**src/rtl/relogio_xadrez_mod.sv**
```systemverilog
// Two-player chess clock: one saturating elapsed-time counter per player,
// a shared tick prescaler, per-move bonus and a four-state control FSM.
module relogio_xadrez_mod #(
  parameter int M   = 6000,
  parameter int N   = 13,
  parameter int D   = 50,
  parameter int DIV = 500000,
  parameter int DW  = 19
) (
  input  logic         clock,
  input  logic         reset,
  input  logic         zera_s,
  input  logic         inicia,
  input  logic         pausa,
  input  logic         jogada,
  output logic [N-1:0] Q_a,
  output logic [N-1:0] Q_b,
  output logic         vez,
  output logic         fim_a,
  output logic         fim_b,
  output logic [1:0]   estado
);

  typedef enum logic [1:0] {
    PARADO   = 2'b00,
    CONTANDO = 2'b01,
    PAUSADO  = 2'b10,
    ESGOTADO = 2'b11
  } state_t;

  localparam logic [N:0]    LAST     = (N+1)'(M - 1);
  localparam logic [N-1:0]  LAST_Q   = N'(M - 1);
  localparam logic [N:0]    BONUS    = (N+1)'(D);
  localparam logic [DW-1:0] DIV_LAST = DW'(DIV - 1);

  state_t        state, state_next;
  logic [N-1:0]  qa_next, qb_next, updated;
  logic [N:0]    active, stepped;
  logic [DW-1:0] presc, presc_next;
  logic          vez_next, tick;

  // Only the active player's counter is ever rewritten; the wide
  // intermediate keeps Q+1 and Q-D from wrapping.
  always_comb begin
    state_next = state;
    qa_next    = Q_a;
    qb_next    = Q_b;
    vez_next   = vez;
    presc_next = presc;
    active     = vez ? {1'b0, Q_b} : {1'b0, Q_a};
    tick       = (presc == DIV_LAST);
    stepped    = tick ? active + 1'b1 : active;
    updated    = active[N-1:0];

    case (state)
      PARADO: if (inicia) state_next = CONTANDO;
      CONTANDO: begin
        if (pausa) begin
          state_next = PAUSADO;
        end else if (tick && stepped == LAST) begin
          updated    = LAST_Q;
          state_next = ESGOTADO;
          presc_next = '0;
        end else if (jogada) begin
          updated    = (stepped >= BONUS) ? N'(stepped - BONUS) : '0;
          vez_next   = ~vez;
          presc_next = '0;
        end else begin
          updated    = stepped[N-1:0];
          presc_next = tick ? '0 : presc + 1'b1;
        end
      end
      PAUSADO: if (inicia) state_next = CONTANDO;
      default: ;
    endcase

    if (vez) qb_next = updated;
    else     qa_next = updated;
  end

  always_ff @(posedge clock or posedge reset) begin
    if (reset) begin
      state <= PARADO;
      Q_a   <= '0;
      Q_b   <= '0;
      vez   <= 1'b0;
      presc <= '0;
    end else if (zera_s) begin
      state <= PARADO;
      Q_a   <= '0;
      Q_b   <= '0;
      vez   <= 1'b0;
      presc <= '0;
    end else begin
      state <= state_next;
      Q_a   <= qa_next;
      Q_b   <= qb_next;
      vez   <= vez_next;
      presc <= presc_next;
    end
  end

  assign estado = state;
  assign fim_a  = (Q_a == LAST_Q);
  assign fim_b  = (Q_b == LAST_Q);

endmodule

```
**config.mk**
```make
export PLATFORM = sky130hd
export DESIGN_NAME = relogio_xadrez_mod
export DESIGN_NICKNAME = d
export VERILOG_FILES = /design/src/rtl/relogio_xadrez_mod.sv
export SDC_FILE = /design/constraint.sdc
export NUM_CORES = 1
export LEC_CHECK = 0
export ABC_AREA = 1
export BUFFER_PORTS_ARGS = -buffer_cell sky130_fd_sc_hd__buf_2
export CAP_MARGIN = 40
export CELL_PAD_IN_SITES_DETAIL_PLACEMENT = 0
export CELL_PAD_IN_SITES_GLOBAL_PLACEMENT = 1
export CORE_ASPECT_RATIO = 1.5
export CORE_MARGIN = 5
export CORE_UTILIZATION = 38
export DETAILED_ROUTE_END_ITERATION = 12
export PLACE_DENSITY_LB_ADDON = 0.08
export SLEW_MARGIN = 20
export SYNTH_ARGS = -nofsm -noshare
export SYNTH_HDL_FRONTEND = slang
export SYNTH_SLANG_ARGS = --single-unit
```
**constraint.sdc**
```tcl
create_clock -name clock -period 2.46 [get_ports clock]
set_input_delay 0.369 -clock clock [delete_from_list [all_inputs] [get_ports clock]]
set_output_delay 0.369 -clock clock [all_outputs]
set_load 0.005 [all_outputs]
```
==> reports/qor.yml, run 1 <==
critical_path:
  start_kind: "register"
  r2r_end: "Q_b[4]"
  end_kind: "register"
  cp-startpoint: "vez"
  r2r-start: "vez"
  crit_fanout: 6
  rr_worst_depth: 20
  arrival_ns: 2.80
  critPathKind: "reg -> reg"
  rrSetupSlack_ns: -0.15
  cp.required_ns: 2.64
  crit_path_end: "Q_b[4]"
clocking:
  postCtsHoldBufs: 0
  clk_pin_slew_ns: 0.07
  cts_num_sinks: 48
  htreeDepth: 2
  cts_tree: "done"
  cts_inserted_buffers: 5
  clk_path_buf_depth: 2
  clk_latency_ns: 0.29
  cts_root_buf: "clkbuf_16"
synth:
  synth_area_um2: 3860
  ys_warn_count: 0
  syn_avg_cell_area_um2: 6.38
  synth_cell_types: 40
  syn_inst: 605
  seq_area_frac_synth: 0.311
  syn_nets: 614
  synth-seq-cells: 48
timing:
  hold_viol: 0
  drv_slew: 0
  skew_ns: 0.00538
  setup_viol: 29
  max_freq_mhz: 382
  period_share: 1.06
  rsz0062_at_grt: "yes"
  setup_slack_ns: -0.155
  slew-limit-headroom: 0.529
  tightest_slew_ns: 0.704
  post-route-min-period_ns: 2.61
placed_design:
  portBuffers: 36
  place_congestion: 0.960
  hpwl_um: 11800
  dp_slack_ns: -0.323
floorplanning:
  num_io_pins: 37
  num_rows: 45
  die_y_um: 133
  die-area_um2: 12300
  initial_core_util: 0.385
  coreArea_um2: 10000
  die_w_um: 92.3
global_route:
  grt_pass1_vias: 4542
  grt_max_degree: 21
  grt_use_total: 0.237
  grt_pass1_wl_um: 22700
  grt_antenna_before_repair: 0
  grt-ovfl-total: 0
route:
  drcViolationCount: 0
  wl_per_cell_um: 16.4
  wirelength_um: 14700
  ant_nets: 0
  drt_first_pass_iters: 4
  drt_iter0_drc: 155
  vias_per_cell: 5.09
  vias: 4559
status:
  violations: "setup timing"
  status: "finished, violations left"
power_and_ir_drop:
  leakage_nw: 3.01
  power_density_nw_per_um2: 841
  peakVddDrop_mv: 0.445
finish:
  fill_cells: 1016
  antenna_cells: 0
  nets: 787
  finish.utilization: 0.591
  area_growth_pct: 53.3
  drive_above_1_share: 0.433
min_path:
  hold_class: "in -> async"
run:
  cap_violations: 0
==> power by group <==
| group | switching, mW | internal, mW | total, mW | leakage [nW] |
|---|---|---|---|---|
| clock | 0.303 | 0.407 | 0.709 | 0.0712 |
| combinational | 1.79 | 1.46 | 3.25 | 2.27 |
| sequential | 0.114 | 0.907 | 1.02 | 0.661 |
| total | 2.20 | 2.77 | 4.98 | 3.01 |
==> area by class of cell <==
cell class	instances	area (µm²)	area share
well taps	117	146	0.0247
flip-flops and latches	48	1200	0.203
multi-input cells	464	2750	0.465
repair buffers	179	1350	0.228
inverters	80	323	0.0545
clock buffers	8	146	0.0247
==> per-stage QoR <==
| stage | area [µm²] | instances | TNS [ns] | power, mW | hold slack (ns) |
|---|---|---|---|---|---|
| floorplan | 3860 | 605 | 0 | 2.35 | 0.475 |
| global placement | 5080 | 869 | -5.21 | 3.53 | 0.386 |
| detailed placement | 5080 | 869 | -4.95 | 3.55 | 0.396 |
| CTS | 5490 | 888 | -2.64 | 4.61 | 0.0845 |
| global route | 5920 | 896 | -6.36 | 5.30 | 0.106 |
| finish | 5920 | 896 | -2.03 | 4.98 | 0.0738 |
==> routing by layer <==
layer / global-route usage / part of all wire / vias to the layer above
li1: - / - / 2273
met1: 0.246 / 0.37 / 2141
met2: 0.455 / 0.55 / 96
met3: 0.0209 / 0.019 / 49
met4: 0.131 / 0.056 / 0
met5: 0 / 0 / -
==> state kept, by name, summed over array words and instances, names as in the netlist <==
| register | flops |
|---|---|
| presc | 19 |
| Q_b | 13 |
| vez | 1 |
| estado | 2 |
| Q_a | 13 |
==> worst min path at each step <==
| stage | end | slack [ns] | cells after the start |
|---|---|---|---|
| final | presc[15] | 0.07 | 2 |
| after global routing | presc[15] | 0.11 | 2 |
| after CTS | presc[15] | 0.08 | 2 |
| after detailed placement | presc[15] | 0.40 | 2 |
| after global placement | presc[15] | 0.39 | 2 |
| after floorplan | presc[16] | 0.48 | 1 |
==> cell usage in the layout (no fill, tap or decap), types with 3 or more instances in the layout <==
cell type / n
dfrtp_1: 48
buf_4: 129
nor2_2: 15
nand4_1: 13
nand3_1: 42
o21ai_2: 3
nand2_4: 14
o21ai_4: 4
buf_2: 36
nor3_2: 4
clkbuf_16: 5
buf_6: 9
nor2_1: 51
buf_12: 3
nand2_1: 156
nand2_2: 42
nor2_4: 11
o21ai_1: 6
a21oi_1: 18
nand3_4: 5
xor2_1: 7
inv_2: 12
inv_1: 62
o21ai_0: 7
nand3_2: 28
nor3_1: 12
==> synth_stat cells, drive strengths merged <==
cell type,count,area share
a31oi,2,0.0032
nor3,17,0.022
nor4,3,0.0049
nand4,14,0.024
a211oi,1,0.0019
nand3,75,0.11
o21ai,20,0.034
nand3b,2,0.0039
o21a,2,0.0039
dfrtp,48,0.31
nor2,78,0.084
ha,3,0.0097
xnor2,2,0.0045
buf,6,0.015
o21bai,1,0.0019
o22ai,2,0.0032
a21oi,18,0.023
nor3b,1,0.0019
nand2,212,0.23
or2,1,0.0016
xor2,7,0.016
clkinv,3,0.0029
clkbuf,7,0.0068
inv,77,0.076
a21boi,2,0.0058
and2,1,0.0023
==> logic make-up (layout without fill, tap and decap cells) <==
family / Yosys count / count (layout) / synth area share
adders and majority gates: 3 / 3 / 0.00972
and+or+nand+nor: 404 / 404 / 0.481
xor gates and xnor gates: 9 / 9 / 0.0204
DFF: 48 / 48 / 0.311
buffers and inverters: 93 / 267 / 0.101
AOI/OAI and AO/OA: 48 / 48 / 0.0771
==> critical path, cell delays in order, from the launching register on <==
cell and delay, ns:
dfrtp_1 0.40, buf_6 0.14, clkinv_8 0.06, buf_12 0.10, nand2_4 0.05, nand2_4 0.09
nand2_4 0.08, nor2_8 0.20, nand2_2 0.07, nand2_2 0.07, nand2_2 0.06, a21boi_2 0.18
nand2_2 0.10, nor2_2 0.10, and2_4 0.16, nand3_4 0.11, buf_12 0.18, nand4_1 0.13
nand2_1 0.10, nand2_1 0.07, nand2_1 0.05
==> what timing repair did <==
action | 4_1_cts | 5_1_grt
resized for setup | 43 | 97
gates cloned | 1 | 0
pin swaps | 16 | 46
endpoints found under the setup margin | 30 | 30
buffers inserted | 10 | 11
Power figures use the tool's default switching activity.
==> inputs of run 2 (changes only) <==
BUFFER_PORTS_ARGS = -buffer_cell sky130_fd_sc_hd__buf_4   (was -buffer_cell sky130_fd_sc_hd__buf_2)
==> run 2 against run 1 <==
  * The flow still finishes with violations (setup timing)
  * Clock skew is 0.0014 ns higher
  * Setup slack worse by 0.012 ns
  * Largest power group unchanged
  * Largest cell class unchanged
  * Combinational power is 2% lower
  * Clock power is 4.2% lower
==> reports/qor.yml, run 2 (same netlist as run 1, synthesis figures left out) <==
timing:
  setup-tns-final_ns: -2.81  # was -2.03 ns
  max_freq_mhz: 381  # was 382 MHz
  tightest_slew_ns: 0.601  # was 0.704 ns
  drv_slew: 0  # unchanged
  skew_ns: 0.00681  # was 0.00538 ns
  slew-limit-headroom: 0.598  # was 0.529
  hold_viol: 0  # unchanged
  rsz0062_at_grt: "yes"  # unchanged
  post-route-min-period_ns: 2.63  # was 2.61 ns
  setup_viol: 29  # unchanged
  setup_slack_ns: -0.167  # was -0.155 ns
  period_share: 1.07  # was 1.06
critical_path:
  rr_worst_depth: 19  # was 20
  cp.required_ns: 2.65  # was 2.64 ns
  crit_fanout: 8  # was 6
  arrival_ns: 2.81  # was 2.80 ns
  start_kind: "register"  # unchanged
  end_kind: "register"  # unchanged
  critPathKind: "reg -> reg"  # unchanged
clocking:
  cts_tree: "done"  # unchanged
  cts_root_buf: "clkbuf_16"  # unchanged
  clk_path_buf_depth: 2  # unchanged
  cts_inserted_buffers: 5  # unchanged
  htreeDepth: 2  # unchanged
  cts_num_sinks: 48  # unchanged
  postCtsHoldBufs: 0  # unchanged
  clk_pin_slew_ns: 0.07  # about the same
  clk_latency_ns: 0.29  # about the same
finish:
  reg.largest.list: "presc x19, Q_a x13, Q_b x13"  # unchanged
  finish.utilization: 0.598  # was 0.591
  multi_input_area_um2: 2760  # was 2750 µm²
  largest_reg_flops: 19  # unchanged
  stdcell_count: 895  # was 896
  nets: 787  # unchanged
  max_flop_register: "presc"  # unchanged
  fill_cells: 947  # was 1016
  area_growth_pct: 55.2  # was 53.3%
  final_cell_mix: "buf_4, nand2_1, inv_1"  # was nand2_1, buf_4, inv_1
  antenna_cells: 0  # unchanged
  ff_latch_area_um2: 1200  # unchanged
  drive_above_1_share: 0.438  # was 0.433
  final_common_cell: "buf_4"  # was nand2_1
route:
  wl_met3_um: 288  # was 283 µm
  met2_length_um: 8190  # was 8160 µm
  wl_per_cell_um: 16.6  # was 16.4 µm
  ant_nets: 0  # unchanged
  drcViolationCount: 0  # unchanged
  drt_iter0_drc: 150  # was 155
  wirelength_um: 14900  # was 14700 µm
  top_layer_used: "met4"  # unchanged
  drt_first_pass_iters: 4  # unchanged
  vias_per_cell: 5.07  # was 5.09
  vias: 4535  # was 4559
  drt-met1-wl_um: 5470  # was 5460 µm
power_and_ir_drop:
  leakage_nw: 2.95  # was 3.01 nW
  total_power_mw: 4.91  # was 4.98 mW
  clockPowerShare: 0.138  # was 0.142
  intPower_mw: 2.73  # was 2.77 mW
  peakVddDrop_mv: 0.422  # was 0.445 mV
  power_density_nw_per_um2: 819  # was 841 nW/µm²
  p_switching_mw: 2.18  # was 2.20 mW
  combinationalPowerShare: 0.652  # was 0.653
  seqPwrFrac: 0.209  # was 0.205
  p_sw_frac: 0.444  # was 0.443
run:
  cap_violations: 0  # unchanged
global_route:
  grt-ovfl-total: 0  # unchanged
  grt_antenna_before_repair: 0  # unchanged
  grt_pass1_vias: 4592  # was 4542
  grt_pass1_wl_um: 23100  # was 22700 µm
  grt_use_total: 0.241  # was 0.237
  grt_max_degree: 21  # unchanged
floorplanning:
  num_rows: 45  # unchanged
  die_w_um: 92.3  # unchanged
  initial_core_util: 0.385  # unchanged
  num_io_pins: 37  # unchanged
  coreArea_um2: 10000  # unchanged
  die-area_um2: 12300  # unchanged
  die_y_um: 133  # unchanged
status:
  violations: "setup timing"  # unchanged
  status: "finished, violations left"  # unchanged
placed_design:
  place_congestion: 0.991  # was 0.960
  portBuffers: 36  # unchanged
  hpwl_um: 12100  # was 11800 µm
  dp.cells: 872  # was 869
min_path:
  hold_class: "in -> async"  # unchanged
[run 2: through the flow]
stage	hold slack [ns]	instance area, µm²	setup slack (ns)
after detailed placement	0.428	5180	-0.266
after CTS	0.118	5610	-0.150
final	0.0991	6000	-0.167
after global routing	0.138	6000	-0.311
after global placement	0.437	5180	-0.276
after floorplan	0.475	3860	0.0143
[run 2: layer usage]
| layer | GRT usage | vias up |
|---|---|---|
| li1 | - | 2272 |
| met1 | 0.255 | 2121 |
| met2 | 0.455 | 92 |
| met3 | 0.0186 | 50 |
| met4 | 0.144 | 0 |
| met5 | 0 | - |
[run 2: power by group through the flow]
stage | clock, mW | combinational (mW) | sequential (mW)
after global placement | 0 | 2.53 | 1.03
after floorplan | 0 | 1.31 | 1.03
final | 0.679 | 3.20 | 1.03
after global routing | 0.717 | 3.46 | 1.04
after detailed placement | 0 | 2.55 | 1.03
after CTS | 0.692 | 2.82 | 1.02
[run 2: worst max-delay path, stage by stage (launching register included)]
cell	delay, ns
dfrtp_1	0.39
buf_6	0.16
buf_4	0.12
nand2_2	0.09
nand2_8	0.11
nand2_4	0.08
nor2_8	0.20
nand3_4	0.12
o21ai_2	0.14
nand2_2	0.09
inv_2	0.07
nand2_2	0.07
nor2_4	0.12
and2_4	0.15
nand3_2	0.07
buf_6	0.16
nand4_1	0.16
nand2_2	0.08
nand2_1	0.08
nand2_1	0.05
[run 2: area by class of cell]
class	instances	share of cell area
flip-flops and latches	48	0.200
well taps	117	0.0244
clock inverters	2	0.00209
repair buffers	179	0.237
inverters	80	0.0553
multi-input cells	464	0.460
clock buffers	5	0.0209
[run 2: final timing paths]
check	slack, ns	to	start
worst max register to register	-0.17	Q_a[4]	vez
max in group asynchronous	1.75	Q_b[7]	reset
worst max-delay path	-0.17	Q_a[4]	vez
worst min register to register	0.52	Q_a[8]	Q_a[8]
min in group clock	0.42	estado[0]	pausa
worst min-delay path	0.1	presc[15]	reset
[run 2: timing repair]
action                                 CTS  global route
endpoints found under the hold margin    0             0
pin swaps                               18            48
setup buffers                            8             8
setup endpoints to repair               30            30
resized for setup                       60            82
==> inputs of run 3 (changes only) <==
GPL_TIMING_DRIVEN = 0   (was default)
PLACE_DENSITY_LB_ADDON = 0.1   (was 0.08)
==> run 3 against run 2 <==
  * Setup slack got worse by 0.058 ns
  * Clock skew fell by 0.00066 ns
  * Clock-buffer cell count did not move
  * The flow still finishes with violations (setup timing)
==> reports/qor.yml, run 3 (same netlist as run 1, synthesis figures left out) <==
status:
  status: "finished, violations left"  # unchanged
  violations: "setup timing"  # unchanged
placed_design:
  hpwl_um: 11100  # was 12100 µm
  place_congestion: 0.902  # was 0.991
  dp_slack_ns: -0.611  # was -0.266 ns
  dpl_cell_area_um2: 4300  # was 5180 µm²
  dp.cells: 759  # was 872
  portBuffers: 36  # unchanged
timing:
  setup_slack_ns: -0.225  # was -0.167 ns
  max_freq_mhz: 372  # was 381 MHz
  tightest_slew_ns: 0.739  # was 0.601 ns
  skew_ns: 0.00615  # was 0.00681 ns
  rsz0062_at_grt: "yes"  # unchanged
  post-route-min-period_ns: 2.69  # was 2.63 ns
  period_share: 1.09  # was 1.07
  hold_viol: 0  # unchanged
  setup_viol: 29  # unchanged
  drv_slew: 0  # unchanged
  slew-limit-headroom: 0.507  # was 0.598
floorplanning:
  die_w_um: 92.3  # unchanged
  num_rows: 45  # unchanged
  coreArea_um2: 10000  # unchanged
  die-area_um2: 12300  # unchanged
  initial_core_util: 0.385  # unchanged
  num_io_pins: 37  # unchanged
  die_y_um: 133  # unchanged
finish:
  nets: 697  # was 787
  final_cell_mix: "nand2_1, buf_4, inv_1"  # was buf_4, nand2_1, inv_1
  multi_input_area_um2: 2700  # was 2760 µm²
  final_common_cell: "nand2_1"  # was buf_4
  max_flop_register: "presc"  # unchanged
  drive_above_1_share: 0.335  # was 0.438
  reg.largest.list: "presc x19, Q_a x13, Q_b x13"  # unchanged
  antenna_cells: 0  # unchanged
  area_growth_pct: 36.7  # was 55.2%
  fill_cells: 1045  # was 947
  ff_latch_area_um2: 1200  # unchanged
  stdcell_count: 806  # was 895
  finish.utilization: 0.527  # was 0.598
  largest_reg_flops: 19  # unchanged
  finish.instance_area_um2: 5280  # was 6000 µm²
global_route:
  grt_max_degree: 29  # was 21
  grt_pass1_vias: 4390  # was 4592
  grt_pass1_wl_um: 22300  # was 23100 µm
  grt_antenna_before_repair: 0  # unchanged
  grt_use_total: 0.235  # was 0.241
  grt-ovfl-total: 0  # unchanged
critical_path:
  arrival_ns: 2.92  # was 2.81 ns
  cp_cell_sequence: "buf_8 > buf_8 > nand2_4 > o21ai_4 > ha_4 > inv_4 > nor2_8 > nand3_2 > nor2_1 > nand2_1 > nand2_2 > buf_6 > buf_6 > nand3_2 > nor2_2 > nand3_2 > nand2_4 > clkinvlp_4 > nand2_2 > nand3_2 > nand2_1"  # was buf_6 > buf_4 > nand2_2 > nand2_8 > nand2_4 > nor2_8 > nand3_4 > o21ai_2 > nand2_2 > inv_2 > nand2_2 > nor2_4 > and2_4 > nand3_2 > buf_6 > nand4_1 > nand2_2 > nand2_1 > nand2_1
  rr_worst_depth: 21  # was 19
  cp.depth: 21  # was 19
  crit_fanout: 6  # was 8
  cp.required_ns: 2.69  # was 2.65 ns
  cp_top_family: "simple AND/OR/NAND/NOR gates"  # unchanged
  cp_slowest_cell: "dfrtp_1"  # unchanged
  crit_path_max_incr_delay_ns: 0.37  # was 0.39 ns
  start_kind: "register"  # unchanged
  worst-path-buf-inv: 6  # was 4
  path_common_cell: "nand3_2"  # was nand2_2
  end_kind: "register"  # unchanged
  critPathKind: "reg -> reg"  # unchanged
min_path:
  hold_class: "in -> async"  # unchanged
power_and_ir_drop:
  peakVddDrop_mv: 0.505  # was 0.422 mV
  total_power_mw: 4.58  # was 4.91 mW
  leakage_nw: 2.51  # was 2.95 nW
  power_density_nw_per_um2: 867  # was 819 nW/µm²
clocking:
  cts_num_sinks: 48  # unchanged
  cts_root_buf: "clkbuf_16"  # unchanged
  cts_inserted_buffers: 5  # unchanged
  htreeDepth: 2  # unchanged
  postCtsHoldBufs: 0  # unchanged
  clk_pin_slew_ns: 0.07  # about the same
  cts_tree: "done"  # unchanged
  clk_latency_ns: 0.29  # about the same
  clk_path_buf_depth: 2  # unchanged
route:
  drcViolationCount: 0  # unchanged
  vias_per_cell: 5.25  # was 5.07
  drt_first_pass_iters: 4  # unchanged
  vias: 4230  # was 4535
  wirelength_um: 14200  # was 14900 µm
  wl_per_cell_um: 17.6  # was 16.6 µm
  drt_iter0_drc: 156  # was 150
  ant_nets: 0  # unchanged
run:
  cap_violations: 0  # unchanged
[run 3: metrics by stage]
| stage | hold slack (ns) | setup TNS [ns] |
|---|---|---|
| floorplan | 0.475 | 0 |
| global placement | 0.512 | -14.40 |
| detailed placement | 0.423 | -15.77 |
| CTS | 0.111 | -6.29 |
| global route | 0.129 | -9.45 |
| finish | 0.105 | -5.05 |
[run 3: report_power, final]
group / internal [mW] / switching [mW] / leakage (nW)
clock: 0.478 / 0.314 / 0.0798
sequential: 0.906 / 0.150 / 0.661
combinational: 1.12 / 1.61 / 1.77
[run 3: layer usage]
layer | global-route usage | vias up | part of all wire
met5 | 0 | - | 0
met4 | 0.149 | 0 | 0.070
met3 | 0.0209 | 54 | 0.029
met2 | 0.455 | 91 | 0.55
met1 | 0.233 | 1992 | 0.35
li1 | - | 2093 | -
[run 3: layout make-up]
class | count | area share
repair buffers | 75 | 0.120
repair inverters | 1 | 0.00142
plain buffers | 13 | 0.0175
multi-input cells | 464 | 0.511
clock buffers | 5 | 0.0237
well taps | 117 | 0.0277
flip-flops and latches | 48 | 0.228
clock inverters | 3 | 0.00806
inverters | 80 | 0.0628
[run 3: path summary, 6_finish.rpt]
check	slack (ns)	startpoint	end
max	-0.23	vez	Q_a[12]
min	0.10	reset	presc[12]
max reg2reg	-0.23	vez	Q_a[12]
min reg2reg	0.53	Q_a[8]	Q_a[8]
max in group asynchronous	1.83	reset	Q_a[1]
min in group clock	0.40	pausa	estado[0]
[run 3: repair_timing]
| item | CTS | global route |
|---|---|---|
| endpoints found under the setup margin | 42 | 41 |
| cloned | 2 | 0 |
| gates resized for setup | 77 | 43 |
| pin swaps | 16 | 17 |
| setup buffers | 33 | 4 |
